### src/rtl/pwm_pkg.sv
// Shared definitions for the PWM generator / capture pair.
package pwm_pkg;

    // Default counter width and stuck timeout, reused by generator and benches
    localparam int PWM_CNT_W   = 8;
    localparam int PWM_TIMEOUT = 200;

    // Capture FSM states
    typedef enum logic [1:0] {
        WAIT_RISE = 2'd0,
        MEASURE   = 2'd1,
        STUCK     = 2'd2
    } cap_state_t;

endpackage

### src/rtl/pwm_in_sync.sv
// Three-flop input synchronizer for the PWM signal with rising-edge detect.
// level is the second synchronizer stage; rise is a one-cycle pulse on a
// 0->1 transition of level.
module pwm_in_sync
    import pwm_pkg::*;
(
    input  logic clk,
    input  logic rst_n,
    input  logic pwm_in,
    output logic level,
    output logic rise
);

    logic r_s1;
    logic r_s2;
    logic r_s3;

    // Shift the asynchronous input through three flops
    always_ff @(posedge clk) begin
        if (!rst_n) begin
            r_s1 <= 1'b0;
            r_s2 <= 1'b0;
            r_s3 <= 1'b0;
        end else begin
            r_s1 <= pwm_in;
            r_s2 <= r_s1;
            r_s3 <= r_s2;
        end
    end

    assign level = r_s2;
    assign rise  = r_s2 & ~r_s3;

endmodule

### src/rtl/pwm_capture.sv
// PWM period / high-time capture with stuck-signal detection.
// Each complete cycle (rise to rise) is reported on period_cnt/high_cnt with
// a one-cycle meas_valid strobe. No rise for TIMEOUT cycles flags the input
// as stuck high or low according to its current level.
module pwm_capture
    import pwm_pkg::*;
#(
    parameter int CNT_W   = PWM_CNT_W,
    parameter int TIMEOUT = PWM_TIMEOUT
) (
    input  logic             clk,
    input  logic             rst_n,
    input  logic             pwm_in,
    output logic [CNT_W-1:0] period_cnt,
    output logic [CNT_W-1:0] high_cnt,
    output logic             meas_valid,
    output logic             stuck_high,
    output logic             stuck_low
);

    localparam logic [CNT_W-1:0] TO_CNT = CNT_W'(TIMEOUT);
    localparam logic [CNT_W-1:0] ONE    = CNT_W'(1);

    logic             w_level;
    logic             w_rise;

    cap_state_t       r_state;
    cap_state_t       w_state_nxt;

    logic [CNT_W-1:0] r_per_ctr;
    logic [CNT_W-1:0] r_hi_ctr;
    logic [CNT_W-1:0] r_period;
    logic [CNT_W-1:0] r_high;
    logic             r_valid;
    logic             r_stk_hi;
    logic             r_stk_lo;

    logic [CNT_W-1:0] w_per_nxt;
    logic [CNT_W-1:0] w_hi_nxt;
    logic [CNT_W-1:0] w_period_nxt;
    logic [CNT_W-1:0] w_high_nxt;
    logic             w_valid_nxt;
    logic             w_stk_hi_nxt;
    logic             w_stk_lo_nxt;

    pwm_in_sync u_sync (
        .clk    (clk),
        .rst_n  (rst_n),
        .pwm_in (pwm_in),
        .level  (w_level),
        .rise   (w_rise)
    );

    // State register
    always_ff @(posedge clk) begin
        if (!rst_n) begin
            r_state <= WAIT_RISE;
        end else begin
            r_state <= w_state_nxt;
        end
    end

    // Next state, counter updates and result/flag next values
    always_comb begin
        w_state_nxt  = r_state;
        w_per_nxt    = r_per_ctr;
        w_hi_nxt     = r_hi_ctr;
        w_period_nxt = r_period;
        w_high_nxt   = r_high;
        w_valid_nxt  = 1'b0;
        w_stk_hi_nxt = 1'b0;
        w_stk_lo_nxt = 1'b0;

        case (r_state)
            WAIT_RISE: begin
                // The partial period before the first rise is discarded
                if (w_rise) begin
                    w_per_nxt   = ONE;
                    w_hi_nxt    = ONE;
                    w_state_nxt = MEASURE;
                end
            end
            MEASURE: begin
                // A rise on the timeout cycle still counts as a measurement
                if (w_rise) begin
                    w_period_nxt = r_per_ctr;
                    w_high_nxt   = r_hi_ctr;
                    w_valid_nxt  = 1'b1;
                    w_per_nxt    = ONE;
                    w_hi_nxt     = ONE;
                end else if (r_per_ctr == TO_CNT) begin
                    w_state_nxt  = STUCK;
                    w_stk_hi_nxt = w_level;
                    w_stk_lo_nxt = ~w_level;
                end else begin
                    w_per_nxt = r_per_ctr + ONE;
                    w_hi_nxt  = r_hi_ctr + {{(CNT_W-1){1'b0}}, w_level};
                end
            end
            STUCK: begin
                // Flags track the level until a rise restarts measurement
                if (w_rise) begin
                    w_per_nxt   = ONE;
                    w_hi_nxt    = ONE;
                    w_state_nxt = MEASURE;
                end else begin
                    w_stk_hi_nxt = w_level;
                    w_stk_lo_nxt = ~w_level;
                end
            end
            default: begin
                w_state_nxt = WAIT_RISE;
            end
        endcase
    end

    // Counter, result and flag registers
    always_ff @(posedge clk) begin
        if (!rst_n) begin
            r_per_ctr <= '0;
            r_hi_ctr  <= '0;
            r_period  <= '0;
            r_high    <= '0;
            r_valid   <= 1'b0;
            r_stk_hi  <= 1'b0;
            r_stk_lo  <= 1'b0;
        end else begin
            r_per_ctr <= w_per_nxt;
            r_hi_ctr  <= w_hi_nxt;
            r_period  <= w_period_nxt;
            r_high    <= w_high_nxt;
            r_valid   <= w_valid_nxt;
            r_stk_hi  <= w_stk_hi_nxt;
            r_stk_lo  <= w_stk_lo_nxt;
        end
    end

    assign period_cnt = r_period;
    assign high_cnt   = r_high;
    assign meas_valid = r_valid;
    assign stuck_high = r_stk_hi;
    assign stuck_low  = r_stk_lo;

endmodule

### config.mk
export PLATFORM = sky130hd
export DESIGN_NAME = pwm_capture
export DESIGN_NICKNAME = d
export VERILOG_FILES = /design/src/rtl/pwm_pkg.sv /design/src/rtl/pwm_in_sync.sv /design/src/rtl/pwm_capture.sv
export SDC_FILE = /design/constraint.sdc
export NUM_CORES = 1
export LEC_CHECK = 0
export CELL_PAD_IN_SITES_DETAIL_PLACEMENT = 1
export CELL_PAD_IN_SITES_GLOBAL_PLACEMENT = 2
export CORE_UTILIZATION = 36
export CTS_CLUSTER_SIZE = 10
export DETAILED_ROUTE_END_ITERATION = 8
export MAX_ROUTING_LAYER = met4
export PLACE_DENSITY = 0.8
export SYNTH_ARGS = -nofsm -noshare
export SYNTH_HDL_FRONTEND = slang
export SYNTH_HIERARCHICAL = 1
export SYNTH_SLANG_ARGS = --single-unit
### constraint.sdc
create_clock -name clk -period 3.7 [get_ports clk]
set_input_delay 0.37 -clock clk [delete_from_list [all_inputs] [get_ports clk]]
set_output_delay 0.37 -clock clk [all_outputs]
set_load 0.01 [all_outputs]
; ---- Word-level counts from Yosys, hierarchy flattened
; Index checks and enable logic that the tools add are counted.
[classes]
n_eq_ne = 7
shifts = 0
n_mul = 0
order_cmp = 0
div_mod_pow = 0
n_reduce_logical = 7
muxes = 20
n_addsub = 2
bitwise_logic = 3
[op_table]
columns = cell, n
row1 = two-way mux 8 bit, 5
row2 = one-hot mux 8 bit (2 select lines), 2
row3 = adder 8 x 1 -> 8 bit, 1
row4 = adder 8 x 1 -> 8 bit (second input constant), 1
row5 = equality test 8 bit (second input constant), 1
row6 = two-way mux 1 bit, 7
row7 = two-way mux 2 bit, 3
row8 = AND reduction 3 bit, 2
row9 = != test 2 bit (second input constant), 2
row10 = one-hot mux 1 bit (2 select lines), 2
row11 = one-hot mux 2 bit (2 select lines), 1
row12 = AND reduction 2 bit, 2
row13 = != test 3 x 2 -> 1 bit (second input constant), 1
row14 = equality test 2 x 1 -> 1 bit (second input constant), 1
row15 = equality test 2 bit (second input constant), 1
row16 = zero test 2 bit, 1
row17 = != test 2 x 1 -> 1 bit (second input constant), 1
row18 = inverter 1 bit, 2
row19 = nonzero test 2 bit, 1
row20 = OR reduction 2 bit, 1
row21 = AND 1 bit, 1
[totals]
latch_bits = 0
rom_bits = 0
n_memories = 0
reg_bits = 40
word_cells = 50
inputBits = 3
output_inout_bits = 19
ram_bits = 0

; ---- Longest topological paths before layout
[depth]
ltp_word = 4
ltp_mapped = 8
depth_no_buf = 6

; ---- Hierarchy
; The synthesis kept the hierarchy.
[by_module_without_submodules]
columns = module, area_each_um2, seq_area_each_um2, cells_each, n_inst
row1 = pwm_capture, 1714.1, 740.7, 196, 1
row2 = pwm_in_sync, 92.6, 60.1, 7, 1

; ---- Worst setup path before layout
; OpenSTA, ideal clock, no wires.
[synth_path]
kind = register to register
from = register r_state[0]
to = register r_per_ctr[3]
synth_period_minus_slack_ns = 1.926
setup_time_ns = 0.074
required_ns = 3.626
arrival_time_ns = 1.852
path_buffers = 1
stages_incl_launch_ff = 8
path_slack_ns = 1.774
cell_sequence = dfxtp_1 inv_1 ha_1 or4b_4 a211oi_4 buf_6 a41oi_1 a31oi_1
[synth_via]
elab_chain_cells = 4
elab_cells_between_ends = 9
cone_classes = eq/ne (4) / mux (1) / reduce/logical (4)
[synth_lines]
columns = element, line
row1 = from (decl), pwm_capture.sv:27  ; cap_state_t r_state;
row2 = from (signal assigned), pwm_capture.sv:59  ; r_state <= w_state_nxt;
row3 = equality test 2 bit or zero test 2 bit (tied branches), pwm_capture.sv:74  ; case (r_state)
row4 = OR reduction 2 bit (no line), -
row5 = != test 2 x 1 -> 1 bit (no line) or nonzero test 2 bit (tied branches), -
row6 = AND reduction 3 bit (no line), -
row7 = to (signal assigned), pwm_capture.sv:128  ; r_per_ctr <= w_per_nxt;
row8 = to (decl), pwm_capture.sv:30  ; logic [CNT_W-1:0] r_per_ctr;
; Parallel ways exist; a longest one is shown, timed or not.
; A chain may end at the register's enable or synchronous reset.

==> reports/metrics.yaml <==
whs_path_depth: 1
grt.overflow.total: 0
setup.worst_path.end_class: "flop"
status: "complete, no violations"
design.die.area_um2: 5310
clkPwrFrac_pct: 36.4
io_pins: 22
drc_errors: 0
sw_frac_of_total_pct: 23.5
start_util_pct: 37.8
finalHoldWorstSlack_ns: 0.449
final_design_area_no_fill_um2: 2130
finalSetupTns_ns: 0
grt_setup_unrepaired: "false"
power.leakage_nw: 0.709
postCtsHoldBufs: 0
grt_usage_pct: 19.1
maxClockFrequency_mhz: 429
dpl_worst_slack_ns: 1.05
post_synth_most_frequent_cells: "48 x sky130_fd_sc_hd__nand2_1, 40 x sky130_fd_sc_hd__dfxtp_1, 18 x sky130_fd_sc_hd__a21boi_0"
row_count: 25
hp-class: "reg -> reg"
clock_sink_count: 40
power_density_nw_per_um2: 356
synth.ff_latch_count: 40
ir_drop_mv: 0.145
maxUsedRoutingLayer: "met4"
r2r.worst_path.cells: 6
cts_buffers: 5
layout_min_cycle_time_ns: 2.33
relative_contribution_of_sequential_cells_to_total_power_pct: 57.8
clk-insertion-delay-late_ns: 0.29
worst_setup_endpoint: "r_per_ctr[6]$_SDFFE_PN0P_"
total_number_of_vias: 1521
worst-r2r-setup-slack_ns: 1.41
cpMaxStageDelayCell: "sky130_fd_sc_hd__or4b_4"
synth.most_common_cell: "sky130_fd_sc_hd__nand2_1"
synth.area.top_cells: "sky130_fd_sc_hd__dfxtp_1 44%, sky130_fd_sc_hd__nand2_1 10%, sky130_fd_sc_hd__a21boi_0 7.5%"
antenna_violating_nets_post_route: 0
postSynthNetCount: 213
grt_start_max_net_pins: 34
drv.max_cap_violation_count: 0
detailedRoute.firstPassIterationCount: 4
postLayoutSetupSlackWorst_ns: 1.37
postSynth.asyncResetShare_pct: 0
place_area_um2: 2050
detailedRoute.firstIterationViolations: 84
worstPathArrival_ns: 2.55
cts_tree: "built"
syn_area_um2: 1810
worst_ep_required_time_ns: 3.92
antenna_violations_before_repair: 0
synth-edff-count: 0
crit_path_max_fanout: 33
timing.critical_path.from: "rst_n"
synth.yosys.warnings: 6
crit_path_max_incr_delay_ns: 0.54
final_clock_skew_ns: 0.00344
grt_pass1_wl_mm: 7.57
placement.io_buffers: 21
clk_pin_slew_worst_paths_ns: 0.07
fin_nets: 233
path_class: "in -> reg"
met1Wirelength_mm: 2.06
drt_wl_total_mm: 4.35
timing.final.hold_violations: 0
timing.rr.end: "r_per_ctr[6]$_SDFFE_PN0P_"
power.internal_w: 0.000580
synthDistinctLibCells: 39
detail_route.vias_per_cell: 5.24
route.met3.wl_um: 92
fin_total_pwr_w: 0.000759
combPwrFrac_pct: 5.8
detailroute.wirelength.met2_mm: 2.14
power.net_switching_w: 0.000179
ctsHtreeMaxLevel: 2
die_height_um: 72.8
r2r-start: "r_state[0]$_SDFFE_PN0P_"
coreArea_um2: 4790
worstSetupStartpointType: "primary input"
clk_path_buf_depth: 2
diodes: 0
detailedPlacementHpwl_mm: 3.08
clock-root-buffer: "sky130_fd_sc_hd__clkbuf_8"
critical_path.cell_chain: "clkdlybuf4s50_1, buf_4, or4b_4, a211oi_4, a41oi_1, a31oi_1"
synthDominantAreaCellType: "sky130_fd_sc_hd__dfxtp_1"
syn-mean-instance-area_um2: 8.90
setup_viol_count_final: 0
tightest_slew_ns: 1.07
count_of_instances_resized_after_the_clock_tree_is_built: 0
layout_worst_path_cycle_share_pct: 63.1
synth_cells: 203
grt_pass1_vias: 1561
syn2layout_area_growth_pct: 17.9
gp_routability_congestion: 0.742
final-max-slew-violation-count: 0
slew_headroom_pct: 28.2
post_cts_buffers: 0
layout-drive-gt1-share_pct: 8.97
postSynth.topFlopCell: "sky130_fd_sc_hd__dfxtp_1"
die_width_um: 72.8
avgRoutedWirePerCell_um: 15.0
synth_seq_area_share_pct: 44.3
synth_largest_type_area_fraction_pct: 44.3
-- per-layer routing --
metal | vias up | global-route usage (%)
met1 | 747 | 23.5
met2 | 17 | 31.3
met4 | 0 | 5.88
met5 | - | -
met3 | 6 | 4.14
li1 | 751 | -
-- layout make-up --
class,count,area (um2)
clock buffers,6,72.6
clock inverters,1,5.00
fillers,565,2660
inverters,6,22.5
multi-input cells,148,927
flip-flops and latches,40,801
well taps,67,83.8
repair buffers,22,218
-- cell families (layout without fill, tap and decap cells) --
| family | after synthesis | in the layout | synth area share, % |
|---|---|---|---|
| AO/OA/AOI/OAI | 55 | 55 | 22.4 |
| buffers and inverters | 15 | 35 | 4.36 |
| AND/OR/NAND/NOR | 85 | 85 | 23.5 |
| multiplexers | 1 | 1 | 0.554 |
| flip-flops | 40 | 40 | 44.3 |
| adder cells (fa/ha/maj) | 7 | 7 | 4.85 |
-- worst max-delay path, delay by kind of cell --
| family | cells | cell delay [ns] |
|---|---|---|
| buffers and inverters | 2 | 0.74 |
| AOI/OAI and AO/OA | 3 | 0.90 |
| and+or+nand+nor | 1 | 0.54 |
-- per-stage QoR --
stage	std cells	util (%)
after global placement	283	42.9
after global routing	290	44.5
after floorplan	203	-
after CTS	290	44.5
final	290	44.5
after detailed placement	283	42.9
-- worst min-delay path by stage --
stage                           startpoint                 endpoint  slack (ns)
floorplan           u_sync/r_s1$_SDFF_PN0_  u_sync/level$_SDFF_PN0_        0.41
global placement    u_sync/r_s1$_SDFF_PN0_  u_sync/level$_SDFF_PN0_        0.41
detailed placement  u_sync/r_s1$_SDFF_PN0_  u_sync/level$_SDFF_PN0_        0.43
CTS                 u_sync/r_s1$_SDFF_PN0_  u_sync/level$_SDFF_PN0_        0.46
global route        u_sync/r_s1$_SDFF_PN0_  u_sync/level$_SDFF_PN0_        0.46
finish              u_sync/r_s1$_SDFF_PN0_  u_sync/level$_SDFF_PN0_        0.45
-- flip-flops by register name, indices dropped and copies added, names as in the netlist --
register / flops
r_per_ctr: 8
u_sync/r_s3: 1
meas_valid: 1
period_cnt: 8
u_sync/level: 1
r_state: 2
stuck_low: 1
r_hi_ctr: 8
high_cnt: 8
stuck_high: 1
u_sync/r_s1: 1
-- power groups by stage --
stage          registers [W]   logic, W  clock network, W
3_3_place_gp        0.000449  0.0000427                 0
4_1_cts             0.000439  0.0000450          0.000288
6_report            0.000439  0.0000441          0.000276
3_5_place_dp        0.000449  0.0000452                 0
5_1_grt             0.000440  0.0000491          0.000305
2_1_floorplan       0.000448  0.0000353                 0
-- cell usage in the layout (no fill, tap or decap), types with 2 or more instances in the layout --
cell                              Yosys  layout
sky130_fd_sc_hd__a21boi_0            18      18
sky130_fd_sc_hd__a21oi_1              7       7
sky130_fd_sc_hd__a31oi_1             10      10
sky130_fd_sc_hd__a41oi_1              4       4
sky130_fd_sc_hd__and2_1               4       4
sky130_fd_sc_hd__and3_1               3       3
sky130_fd_sc_hd__and4bb_2             2       2
sky130_fd_sc_hd__clkbuf_8             0       5
sky130_fd_sc_hd__clkdlybuf4s50_1      0      21
sky130_fd_sc_hd__dfxtp_1             40      40
sky130_fd_sc_hd__ha_1                 7       7
sky130_fd_sc_hd__inv_1                6       6
sky130_fd_sc_hd__nand2_1             48      48
sky130_fd_sc_hd__nand2b_1             4       4
sky130_fd_sc_hd__nand3_1              6       6
sky130_fd_sc_hd__nor2_1               4       4
sky130_fd_sc_hd__nor3_1               5       5
sky130_fd_sc_hd__o21ai_0              5       5
sky130_fd_sc_hd__or2_2                2       2
Power figures use the tool's default switching activity.
